## src/rtl/cache_2way.sv

```systemverilog
`default_nettype none
// ============================================================================
//  Module      : cache_2way
//  Description : Two-way set-associative, write-back, write-allocate data
//                cache with one LRU bit per set. The processor side is
//                word-addressed (32-bit words) and the memory side moves
//                whole 128-bit lines. SET_BITS selects 2^SET_BITS sets
//                (legal range 1..6).
//  Revision    : 1.0 - initial release
// ============================================================================
module cache_2way #(
    parameter int SET_BITS    = 2,
    parameter int TAG_WIDTH   = 28 - SET_BITS,
    parameter int BLOCK_WIDTH = 128,
    parameter int WORD_WIDTH  = 32
) (
    input  logic                   clk,
    input  logic                   proc_reset,
    input  logic                   proc_read,
    input  logic                   proc_write,
    input  logic [29:0]            proc_addr,
    input  logic [WORD_WIDTH-1:0]  proc_wdata,
    output logic                   proc_stall,
    output logic [WORD_WIDTH-1:0]  proc_rdata,
    output logic                   mem_read,
    output logic                   mem_write,
    output logic [27:0]            mem_addr,
    input  logic [BLOCK_WIDTH-1:0] mem_rdata,
    output logic [BLOCK_WIDTH-1:0] mem_wdata,
    input  logic                   mem_ready
);

    localparam int NUM_SETS = 1 << SET_BITS;

    typedef enum logic [1:0] {
        S_IDLE  = 2'd0,
        S_WB    = 2'd1,
        S_FETCH = 2'd2
    } state_t;

    state_t r_state;
    state_t w_state_next;

    // Per-way line storage; the first index is the way, the second the set.
    logic                   r_valid [2][NUM_SETS];
    logic                   r_dirty [2][NUM_SETS];
    logic [TAG_WIDTH-1:0]   r_tag   [2][NUM_SETS];
    logic [BLOCK_WIDTH-1:0] r_data  [2][NUM_SETS];
    // One bit per set naming the least-recently-used way.
    logic [NUM_SETS-1:0]    r_lru;
    // Way chosen for replacement on the miss cycle; held through WB/FETCH.
    logic                   r_victim;

    logic [SET_BITS-1:0]    w_index;
    logic [TAG_WIDTH-1:0]   w_tag;
    logic [1:0]             w_offset;
    logic                   w_req;
    logic                   w_hit0;
    logic                   w_hit1;
    logic                   w_hit;
    logic                   w_hit_way;
    logic [BLOCK_WIDTH-1:0] w_hit_line;
    logic [WORD_WIDTH-1:0]  w_hit_word;
    logic                   w_victim_pick;
    logic                   w_victim_wb;
    logic [TAG_WIDTH-1:0]   w_victim_tag;
    logic [BLOCK_WIDTH-1:0] w_victim_line;
    logic [BLOCK_WIDTH-1:0] w_fill_line;
    logic                   w_idle_hit;
    logic                   w_idle_miss;

    // Replace one word of a line at the given word offset.
    function automatic logic [BLOCK_WIDTH-1:0] f_merge(
        input logic [BLOCK_WIDTH-1:0] line,
        input logic [1:0]             off,
        input logic [WORD_WIDTH-1:0]  word
    );
        logic [BLOCK_WIDTH-1:0] merged;
        merged = line;
        merged[{off, 5'd0} +: WORD_WIDTH] = word;
        return merged;
    endfunction

    // Address fields.
    assign w_index  = proc_addr[SET_BITS+1:2];
    assign w_tag    = proc_addr[29:SET_BITS+2];
    assign w_offset = proc_addr[1:0];
    assign w_req    = proc_read | proc_write;

    // Tag compare on both ways; should both ever match, way 0 wins.
    assign w_hit0     = r_valid[0][w_index] && (r_tag[0][w_index] == w_tag);
    assign w_hit1     = r_valid[1][w_index] && (r_tag[1][w_index] == w_tag);
    assign w_hit      = w_hit0 | w_hit1;
    assign w_hit_way  = ~w_hit0;
    assign w_hit_line = r_data[w_hit_way][w_index];
    assign w_hit_word = w_hit_line[{w_offset, 5'd0} +: WORD_WIDTH];

    assign w_idle_hit  = (r_state == S_IDLE) && w_req && w_hit;
    assign w_idle_miss = (r_state == S_IDLE) && w_req && !w_hit;

    // Replacement choice: an empty way first (way 0 preferred), else the LRU way.
    assign w_victim_pick = !r_valid[0][w_index] ? 1'b0 :
                           !r_valid[1][w_index] ? 1'b1 :
                           r_lru[w_index];
    assign w_victim_wb   = r_valid[w_victim_pick][w_index] && r_dirty[w_victim_pick][w_index];

    // Latched victim line, presented to memory while writing back.
    assign w_victim_tag  = r_tag[r_victim][w_index];
    assign w_victim_line = r_data[r_victim][w_index];

    // Incoming line, with the pending store folded in for write misses.
    assign w_fill_line = proc_write ? f_merge(mem_rdata, w_offset, proc_wdata) : mem_rdata;

    // Processor and memory side outputs decoded from state and lookup.
    always_comb begin
        proc_stall = !((r_state == S_IDLE) && w_hit);
        proc_rdata = w_hit ? w_hit_word : '0;
        mem_read   = (r_state == S_FETCH);
        mem_write  = (r_state == S_WB);
        mem_addr   = proc_addr[29:2];
        mem_wdata  = '0;
        if (r_state == S_WB) begin
            mem_addr  = {w_victim_tag, w_index};
            mem_wdata = w_victim_line;
        end
    end

    // Next-state logic for the miss handling sequence.
    always_comb begin
        w_state_next = r_state;
        case (r_state)
            S_IDLE: begin
                if (w_idle_miss) begin
                    w_state_next = w_victim_wb ? S_WB : S_FETCH;
                end
            end
            S_WB: begin
                if (mem_ready) begin
                    w_state_next = S_FETCH;
                end
            end
            S_FETCH: begin
                if (mem_ready) begin
                    w_state_next = S_IDLE;
                end
            end
            default: begin
                w_state_next = S_IDLE;
            end
        endcase
    end

    // State register and victim latch; the victim is captured only on the miss cycle.
    always_ff @(posedge clk) begin
        if (proc_reset) begin
            r_state  <= S_IDLE;
            r_victim <= 1'b0;
        end else begin
            r_state <= w_state_next;
            if (w_idle_miss) begin
                r_victim <= w_victim_pick;
            end
        end
    end

    // Line storage: store hits merge and mark dirty, fills install the fetched line.
    always_ff @(posedge clk) begin
        if (proc_reset) begin
            for (int s = 0; s < NUM_SETS; s++) begin
                for (int w = 0; w < 2; w++) begin
                    r_valid[w][s] <= 1'b0;
                    r_dirty[w][s] <= 1'b0;
                    r_tag[w][s]   <= '0;
                    r_data[w][s]  <= '0;
                end
            end
            r_lru <= '0;
        end else if (w_idle_hit) begin
            r_lru[w_index] <= ~w_hit_way;
            if (proc_write) begin
                r_data[w_hit_way][w_index]  <= f_merge(w_hit_line, w_offset, proc_wdata);
                r_dirty[w_hit_way][w_index] <= 1'b1;
            end
        end else if ((r_state == S_FETCH) && mem_ready) begin
            r_data[r_victim][w_index]  <= w_fill_line;
            r_valid[r_victim][w_index] <= 1'b1;
            r_tag[r_victim][w_index]   <= w_tag;
            r_dirty[r_victim][w_index] <= proc_write;
        end
    end

endmodule
`default_nettype wire

```

## config.mk

```make
export PLATFORM = sky130hd
export DESIGN_NAME = cache_2way
export DESIGN_NICKNAME = d
export VERILOG_FILES = /design/src/rtl/cache_2way.sv
export SDC_FILE = /design/constraint.sdc
export NUM_CORES = 2
export LEC_CHECK = 0
export CORE_ASPECT_RATIO = 0.75
export CORE_MARGIN = 10
export CORE_UTILIZATION = 55
export CTS_CLUSTER_SIZE = 10
export DETAILED_ROUTE_END_ITERATION = 12
export PLACE_DENSITY = 0.77
export SLEW_MARGIN = 15
export SYNTH_ARGS = -nofsm -noshare
export SYNTH_HDL_FRONTEND = slang
export SYNTH_SLANG_ARGS = --single-unit
```

## constraint.sdc

```tcl
create_clock -name clk -period 7 [get_ports clk]
set_input_delay 1.4 -clock clk [delete_from_list [all_inputs] [get_ports clk]]
set_output_delay 1.4 -clock clk [all_outputs]
set_load 0.01 [all_outputs]
```

Word level (Yosys, flattened, before mapping)
Memory sizes are Yosys's and may differ from the RTL's. A register that Yosys moved wholly into a read port is not among the register bits.
Index checks and enable logic that the tools add are counted.
- flip-flop bits (word level): 7
- memories: 4
- bits in writable memories: 1248
- bits of input ports: 195
- logic and storage cells: 132
- output and inout bits: 191
- $lt $le $gt $ge: 4
- shift-type cells: 3
- reduce and logical (&&, ||, !) cells: 20
- eq/ne operators: 7
- multiplexer cells: 86
- add/subtract/negate cells: 1
- bitwise gates (word level): 4
- memory list (name ; depth ; bits a word ; read ports ; clocked after Yosys merged registers in ; wr ports ; RTL line ; source):
    r_data ; 2 ; 512 ; 2 ; 1 ; 2 ; 48 ; logic [BLOCK_WIDTH-1:0] r_data [2][NUM_SETS];
    r_tag ; 2 ; 104 ; 3 ; 1 ; 2 ; 47 ; logic [TAG_WIDTH-1:0] r_tag [2][NUM_SETS];
    r_dirty ; 2 ; 4 ; 1 ; 0 ; 2 ; 46 ; logic r_dirty [2][NUM_SETS];
    r_valid ; 2 ; 4 ; 3 ; 0 ; 2 ; 45 ; logic r_valid [2][NUM_SETS];
- operator list (kind ; count):
    2-to-1 mux 512 bit ; 6
    OR reduction 512 bit ; 2
    2-to-1 mux 128 bit ; 7
    binary-select mux 128 bit (select 2 bit) ; 2
    2-to-1 mux 104 bit ; 3
    bitwise mux 128 bit ; 2
    demux 128 bit (select 2 bit) ; 1
    2-to-1 mux 26 bit ; 7
    binary-select mux 26 bit (select 2 bit) ; 3
    variable shift 32 x 9 -> 128 bit, first input constant ; 1
    variable part select 128 x 8 -> 32 bit ; 1
    variable part select 32 x 9 -> 128 bit ; 1
    OR reduction 104 bit ; 1
    demux 26 bit (select 2 bit) ; 1
    equality test 26 bit ; 2
    2-to-1 mux 32 bit ; 1
    2-to-1 mux 4 bit ; 8
    2-to-1 mux 1 bit ; 31
    2-to-1 mux 28 bit ; 1
    OR reduction 4 bit ; 3
    binary-select mux 1 bit (select 2 bit) ; 5
    logical AND 1 bit ; 10
    negation 7 -> 9 bit ; 1
    2-to-1 mux 2 bit ; 4
    17 further kinds ; 21

Logic depth before layout (Yosys ltp)
- depth in word-level cells: 14
- depth in mapped cells: 16
- depth with buffers taken out: 9

Worst setup path after synthesis
OpenSTA, ideal clock, no wires.
- path kind: input to register
- start: in proc_addr[2]
- end: mem r_data[0][128] (netlist name), enable pin
- library setup time: 493 ps
- cell stages on the path: 12
- arrival time: 7110 ps
- slack: -603 ps
- data required time: 6507 ps
- buffers on the path: 5
- path through: buf_6 buf_2 mux4_2 xor2_1 or4_4 nor4_4 buf_2 and3_1 o21ai_1 buf_2 clkbuf_1 nand2_1
- RTL lines (what ; RTL line ; source):
    from (decl) ; 21 ; input logic [29:0] proc_addr,
    to (decl) ; 48 ;

Worst setup path after layout
- start: in proc_addr[3]
- end: out proc_rdata[22]
- cells in the longest elaborated chain, start to end: 13
- elaborated cells between the ends (all ways): 25
- classes of those cells: eq/ne: 2; shift: 1; mux: 16; bitwise: 3; reduce/logical: 2; memory: 1
- RTL lines (what ; RTL line ; source):
    inverter 2 -> 3 bit (implied by the code) (*) ; 91, 92, 95 ;
    binary-select mux 26 bit (select 2 bit) ; 91 ; assign w_hit0 = r_valid[0][w_index] && (r_tag[0][w_index] == w_tag);
    2-to-1 mux 26 bit (implied by the code) (2 in a row) ; 91 ;
    equality test 26 bit ; 91 ;
    logical AND 1 bit ; 91 ;
    inverter 1 bit ; 94 ; assign w_hit_way = ~w_hit0;
    memory read (2 x 512 bit) ; - ;
    binary-select mux 128 bit (select 2 bit) ; 95 ; assign w_hit_line = r_data[w_hit_way][w_index];
    2-to-1 mux 128 bit (implied by the code) (2 in a row) ; 95 ;
    variable part select 128 x 8 -> 32 bit ; 96 ; assign w_hit_word = w_hit_line[{w_offset, 5'd0} +: WORD_WIDTH];
    2-to-1 mux 32 bit (*) ; 117 ; proc_rdata = w_hit ? w_hit_word : '0;
    to (decl) ; 24 ; output logic [WORD_WIDTH-1:0] proc_rdata,
Mark *: on every way between the ends. The rest lies on a longest branch, timed or not. The select of a mux whose other input is x is not followed.

==> flow_results.xml <==
<?xml version="1.0" encoding="UTF-8"?>
<metrics>
  <group name="yosys">
    <metric name="netlist.top_cell.by_area" unit="">sky130_fd_sc_hd__edfxtp_1</metric>
    <metric name="synthTopCellsByArea" unit="">sky130_fd_sc_hd__edfxtp_1 57%, sky130_fd_sc_hd__mux4_2 19%, sky130_fd_sc_hd__nor2_1 4.7%</metric>
    <metric name="synth_top_cell_area_share" unit="">0.572</metric>
    <metric name="ys_warn_count" unit="">0</metric>
    <metric name="commonest_register_cell_after_synthesis" unit="">sky130_fd_sc_hd__edfxtp_1</metric>
    <metric name="asyncSetResetFlopFracSynth" unit="">0</metric>
    <metric name="mappedNetlistArea" unit="sq um">65100</metric>
    <metric name="synth_common_cells" unit="">1,240 x sky130_fd_sc_hd__edfxtp_1, 814 x sky130_fd_sc_hd__nor2_1, 563 x sky130_fd_sc_hd__mux4_2</metric>
    <metric name="postSynthNetCount" unit="">4818</metric>
    <metric name="synth.ff_latch_count" unit="">1256</metric>
    <metric name="avgSynthCellArea" unit="sq um">14.1</metric>
    <metric name="most_common_cell_in_the_synthesized_netlist" unit="">sky130_fd_sc_hd__edfxtp_1</metric>
    <metric name="synth.lib_cells_used.distinct" unit="">58</metric>
    <metric name="synth_seq_area_share" unit="">0.577</metric>
    <metric name="synth_enable_flop_cells" unit="">1240</metric>
    <metric name="synthCells" unit="">4618</metric>
  </group>
  <group name="setup_path">
    <metric name="regToRegSetupSlack" unit="ps">2250</metric>
    <metric name="cp_num_buf_inv" unit="">4</metric>
    <metric name="timing.critical_path.to_type" unit="">output pin</metric>
    <metric name="worst_setup_path_start_kind" unit="">input port</metric>
    <metric name="critical-path-max-stage-delay" unit="ps">590</metric>
    <metric name="crit_required" unit="ps">5600</metric>
    <metric name="critical_path.max_fanout" unit="">64</metric>
    <metric name="critical_path.most_common_cell" unit="">sky130_fd_sc_hd__buf_12</metric>
    <metric name="crit_chain" unit="">buf_12 &gt; mux4_2 &gt; xor2_1 &gt; nor4_4 &gt; nand4_1 &gt; nor4_4 &gt; buf_12 &gt; buf_12 &gt; mux2i_1 &gt; o22ai_1 &gt; a221o_1 &gt; clkdlybuf4s50_1</metric>
    <metric name="critical-path-top-delay-family" unit="">buffers and inverters</metric>
    <metric name="critical-path-slowest-cell" unit="">sky130_fd_sc_hd__clkdlybuf4s50_1</metric>
    <metric name="crit_arrival" unit="ps">5580</metric>
    <metric name="critical_path_class" unit="">in2out</metric>
  </group>
  <group name="die">
    <metric name="die_area" unit="sq um">133000</metric>
    <metric name="num_io_pins" unit="">386</metric>
    <metric name="std_cell_rows" unit="">109</metric>
    <metric name="die_h" unit="microns">318</metric>
    <metric name="fp.dieW" unit="microns">417</metric>
    <metric name="core_area" unit="sq um">118000</metric>
    <metric name="initial_core_util" unit="">0.553</metric>
  </group>
  <group name="sta">
    <metric name="max_freq" unit="MHz">143</metric>
    <metric name="hold_violations" unit="">0</metric>
    <metric name="setup_failing_eps_final" unit="">0</metric>
    <metric name="post-route-period-util" unit="">0.997</metric>
    <metric name="layout_setup_ws" unit="ps">20.1</metric>
    <metric name="final.setup.tns" unit="ps">0</metric>
    <metric name="finalMaxSlewViolations" unit="">0</metric>
    <metric name="tightestPinTransition" unit="ps">1280</metric>
    <metric name="grt_setup_unrepaired" unit="">false</metric>
    <metric name="finalClockSkew" unit="ps">44.9</metric>
    <metric name="relSlewSlack" unit="">0.149</metric>
    <metric name="final.min_clock_period" unit="ps">6980</metric>
  </group>
  <group name="cells_and_area">
    <metric name="n_fill_cell" unit="">8210</metric>
    <metric name="nets" unit="">5171</metric>
    <metric name="register_area" unit="sq um">37600</metric>
    <metric name="multiInputGateArea" unit="sq um">26000</metric>
    <metric name="finalCoreUtilization" unit="">0.646</metric>
    <metric name="post-route-cell-area" unit="sq um">76100</metric>
    <metric name="final_layout_size_suffix_gt1_frac" unit="">0.222</metric>
    <metric name="relative_area_change_from_synthesis_to_final_layout" unit="%">16.9</metric>
  </group>
  <group name="grt">
    <metric name="grt_first_pass_wirelength" unit="mm">358</metric>
    <metric name="grt_use_total" unit="">0.378</metric>
    <metric name="grt_antenna_before_repair" unit="">30</metric>
    <metric name="pin_count_of_the_biggest_net_entering_global_routing" unit="">140</metric>
    <metric name="vias_in_the_first_global_route" unit="">46635</metric>
    <metric name="grt.overflow.total" unit="">0</metric>
  </group>
  <group name="drt">
    <metric name="post_drt_wl_per_cell" unit="microns">38.9</metric>
    <metric name="wl" unit="mm">256</metric>
    <metric name="final_antenna_net_count" unit="">0</metric>
    <metric name="drc" unit="">0</metric>
    <metric name="dr_pass1_iterations" unit="">11</metric>
    <metric name="detailed_route_vias_per_instance" unit="">7.45</metric>
    <metric name="vias" unit="">49033</metric>
    <metric name="drtIter0Drc" unit="">10057</metric>
  </group>
  <group name="power_and_ir_drop">
    <metric name="power.share.switching" unit="">0.263</metric>
    <metric name="power.share.combinational" unit="">0.125</metric>
    <metric name="p_int" unit="mW">13.1</metric>
    <metric name="power.switching" unit="mW">4.67</metric>
    <metric name="seq_power_share" unit="">0.488</metric>
    <metric name="power_per_cell_area" unit="nW/um^2">234</metric>
    <metric name="power.clock.fraction" unit="">0.388</metric>
    <metric name="ir_worst_vdd" unit="mV">0.262</metric>
    <metric name="leak" unit="nW">25.5</metric>
  </group>
  <group name="clock_network">
    <metric name="clock_insertion_delay_worst_skew" unit="ps">820</metric>
    <metric name="number_of_buffers_created_by_cts" unit="">145</metric>
    <metric name="postCtsHoldBufs" unit="">0</metric>
    <metric name="htreeDepth" unit="">4</metric>
    <metric name="numClockSinks" unit="">1256</metric>
    <metric name="cts_buffer_depth" unit="">3</metric>
    <metric name="cts_root_buf" unit="">sky130_fd_sc_hd__clkbuf_16</metric>
    <metric name="tritoncts" unit="">built</metric>
    <metric name="clk_pin_slew_worst_paths" unit="ps">50</metric>
  </group>
  <group name="placed_design">
    <metric name="port_buffers" unit="">385</metric>
    <metric name="dpl_cell_area" unit="sq um">71800</metric>
    <metric name="detailedPlacementHpwl" unit="mm">161</metric>
    <metric name="dp_worst_setup_slack" unit="ps">23.7</metric>
    <metric name="gp_routability_congestion" unit="">1.07</metric>
  </group>
  <group name="worst_hold_path">
    <metric name="min_path_type" unit="">reg2reg</metric>
  </group>
  <group name="outcome">
    <metric name="status" unit="">completed</metric>
  </group>
  <group name="run">
    <metric name="drv_cap" unit="">0</metric>
  </group>
</metrics>
power groups by stage:
stage / combinational [mW] / sequential, mW / clock [mW]
2_1_floorplan: 1.12 / 8.77 / 0
3_3_place_gp: 2.05 / 8.80 / 0
3_5_place_dp: 2.06 / 8.82 / 0
4_1_cts: 2.08 / 8.67 / 6.88
5_1_grt: 2.24 / 8.70 / 7.18
6_report: 2.22 / 8.69 / 6.90
through the flow:
stage / total power, mW / cells / hold slack [ps]
final: 17.8 / 6584 / 451
after global routing: 18.1 / 6575 / 464
after CTS: 17.6 / 6560 / 450
after detailed placement: 10.9 / 6371 / 438
after global placement: 10.9 / 6361 / 432
after floorplan: 9.90 / 4618 / 421
layout by cell type (no fill, tap or decap), types with 18 or more instances in the layout:
| cell type | instances |
|---|---|
| sky130_fd_sc_hd__mux4_2 | 563 |
| sky130_fd_sc_hd__o22ai_1 | 33 |
| sky130_fd_sc_hd__a221oi_1 | 32 |
| sky130_fd_sc_hd__nor2_1 | 809 |
| sky130_fd_sc_hd__buf_4 | 187 |
| sky130_fd_sc_hd__xor2_1 | 18 |
| sky130_fd_sc_hd__edfxtp_1 | 1240 |
| sky130_fd_sc_hd__buf_12 | 52 |
| sky130_fd_sc_hd__clkbuf_16 | 147 |
| sky130_fd_sc_hd__a222oi_1 | 64 |
| sky130_fd_sc_hd__nor3_1 | 245 |
| sky130_fd_sc_hd__mux2_2 | 65 |
| sky130_fd_sc_hd__a22oi_1 | 36 |
| sky130_fd_sc_hd__a21oi_1 | 167 |
| sky130_fd_sc_hd__o21ai_0 | 29 |
| sky130_fd_sc_hd__nand2_1 | 293 |
| sky130_fd_sc_hd__xnor2_1 | 27 |
| sky130_fd_sc_hd__clkbuf_1 | 22 |
| sky130_fd_sc_hd__o21a_1 | 33 |
| sky130_fd_sc_hd__clkdlybuf4s50_1 | 380 |
| sky130_fd_sc_hd__and3_1 | 57 |
| sky130_fd_sc_hd__and2_1 | 143 |
| sky130_fd_sc_hd__o31a_1 | 35 |
| sky130_fd_sc_hd__mux2i_1 | 105 |
| sky130_fd_sc_hd__a221o_1 | 31 |
path summary, 6_finish.rpt:
check,startpoint,endpoint,depth (start not counted)
setup / recovery,proc_addr[3],proc_rdata[22],12
hold / removal,r_valid[1][0]$_DFF_P_,r_valid[1][0]$_DFF_P_,1
setup reg to reg,r_tag[0][24]$_SDFFCE_PN0P_,r_data[1][175]$_SDFFCE_PN0P_,11
hold reg to reg,r_valid[1][0]$_DFF_P_,r_valid[1][0]$_DFF_P_,1
logic make-up (layout without fill, tap and decap cells):
family	after synthesis	in the layout	synth area share
multiplexers	735	735	0.223
XOR/XNOR	45	45	0.00606
buffers and inverters	444	839	0.0288
adder cells (fa/ha/maj)	5	5	0.000961
AO/OA/AOI/OAI	498	498	0.0542
flip-flops	1256	1256	0.577
other	0	17	0
AND/OR/NAND/NOR	1635	1635	0.110
registers in the layout (all words and copies together), names as in the netlist, named ones only:
signal,flops
r_lru,4
r_valid,8
r_victim,1
r_tag,208
r_data,1024
r_dirty,8
r_state,2
area by class of cell:
| type | instances | area share |
|---|---|---|
| Antenna cell | 17 | 0.000559 |
| Clock buffer | 168 | 0.0491 |
| Clock inverter | 21 | 0.00485 |
| Inverter | 14 | 0.000756 |
| Multi-Input combinational cell | 2918 | 0.342 |
| Sequential cell | 1256 | 0.494 |
| Tap cell | 1554 | 0.0256 |
| Timing Repair Buffer | 636 | 0.0840 |
layer usage:
metal	vias to the layer above	GRT usage	part of all wire
met1	24069	0.468	0.32
met2	5179	0.519	0.42
met5	-	0.0214	0.0021
li1	18750	-	-
met3	1003	0.186	0.18
met4	32	0.253	0.085
what timing repair did:
item	4_1_cts	5_1_grt
gates resized for setup	1	9
endpoints found under the setup margin	2	30
pin swaps	0	2
gates cloned	0	1
buffers inserted	0	1
Power figures use the tool's default switching activity.
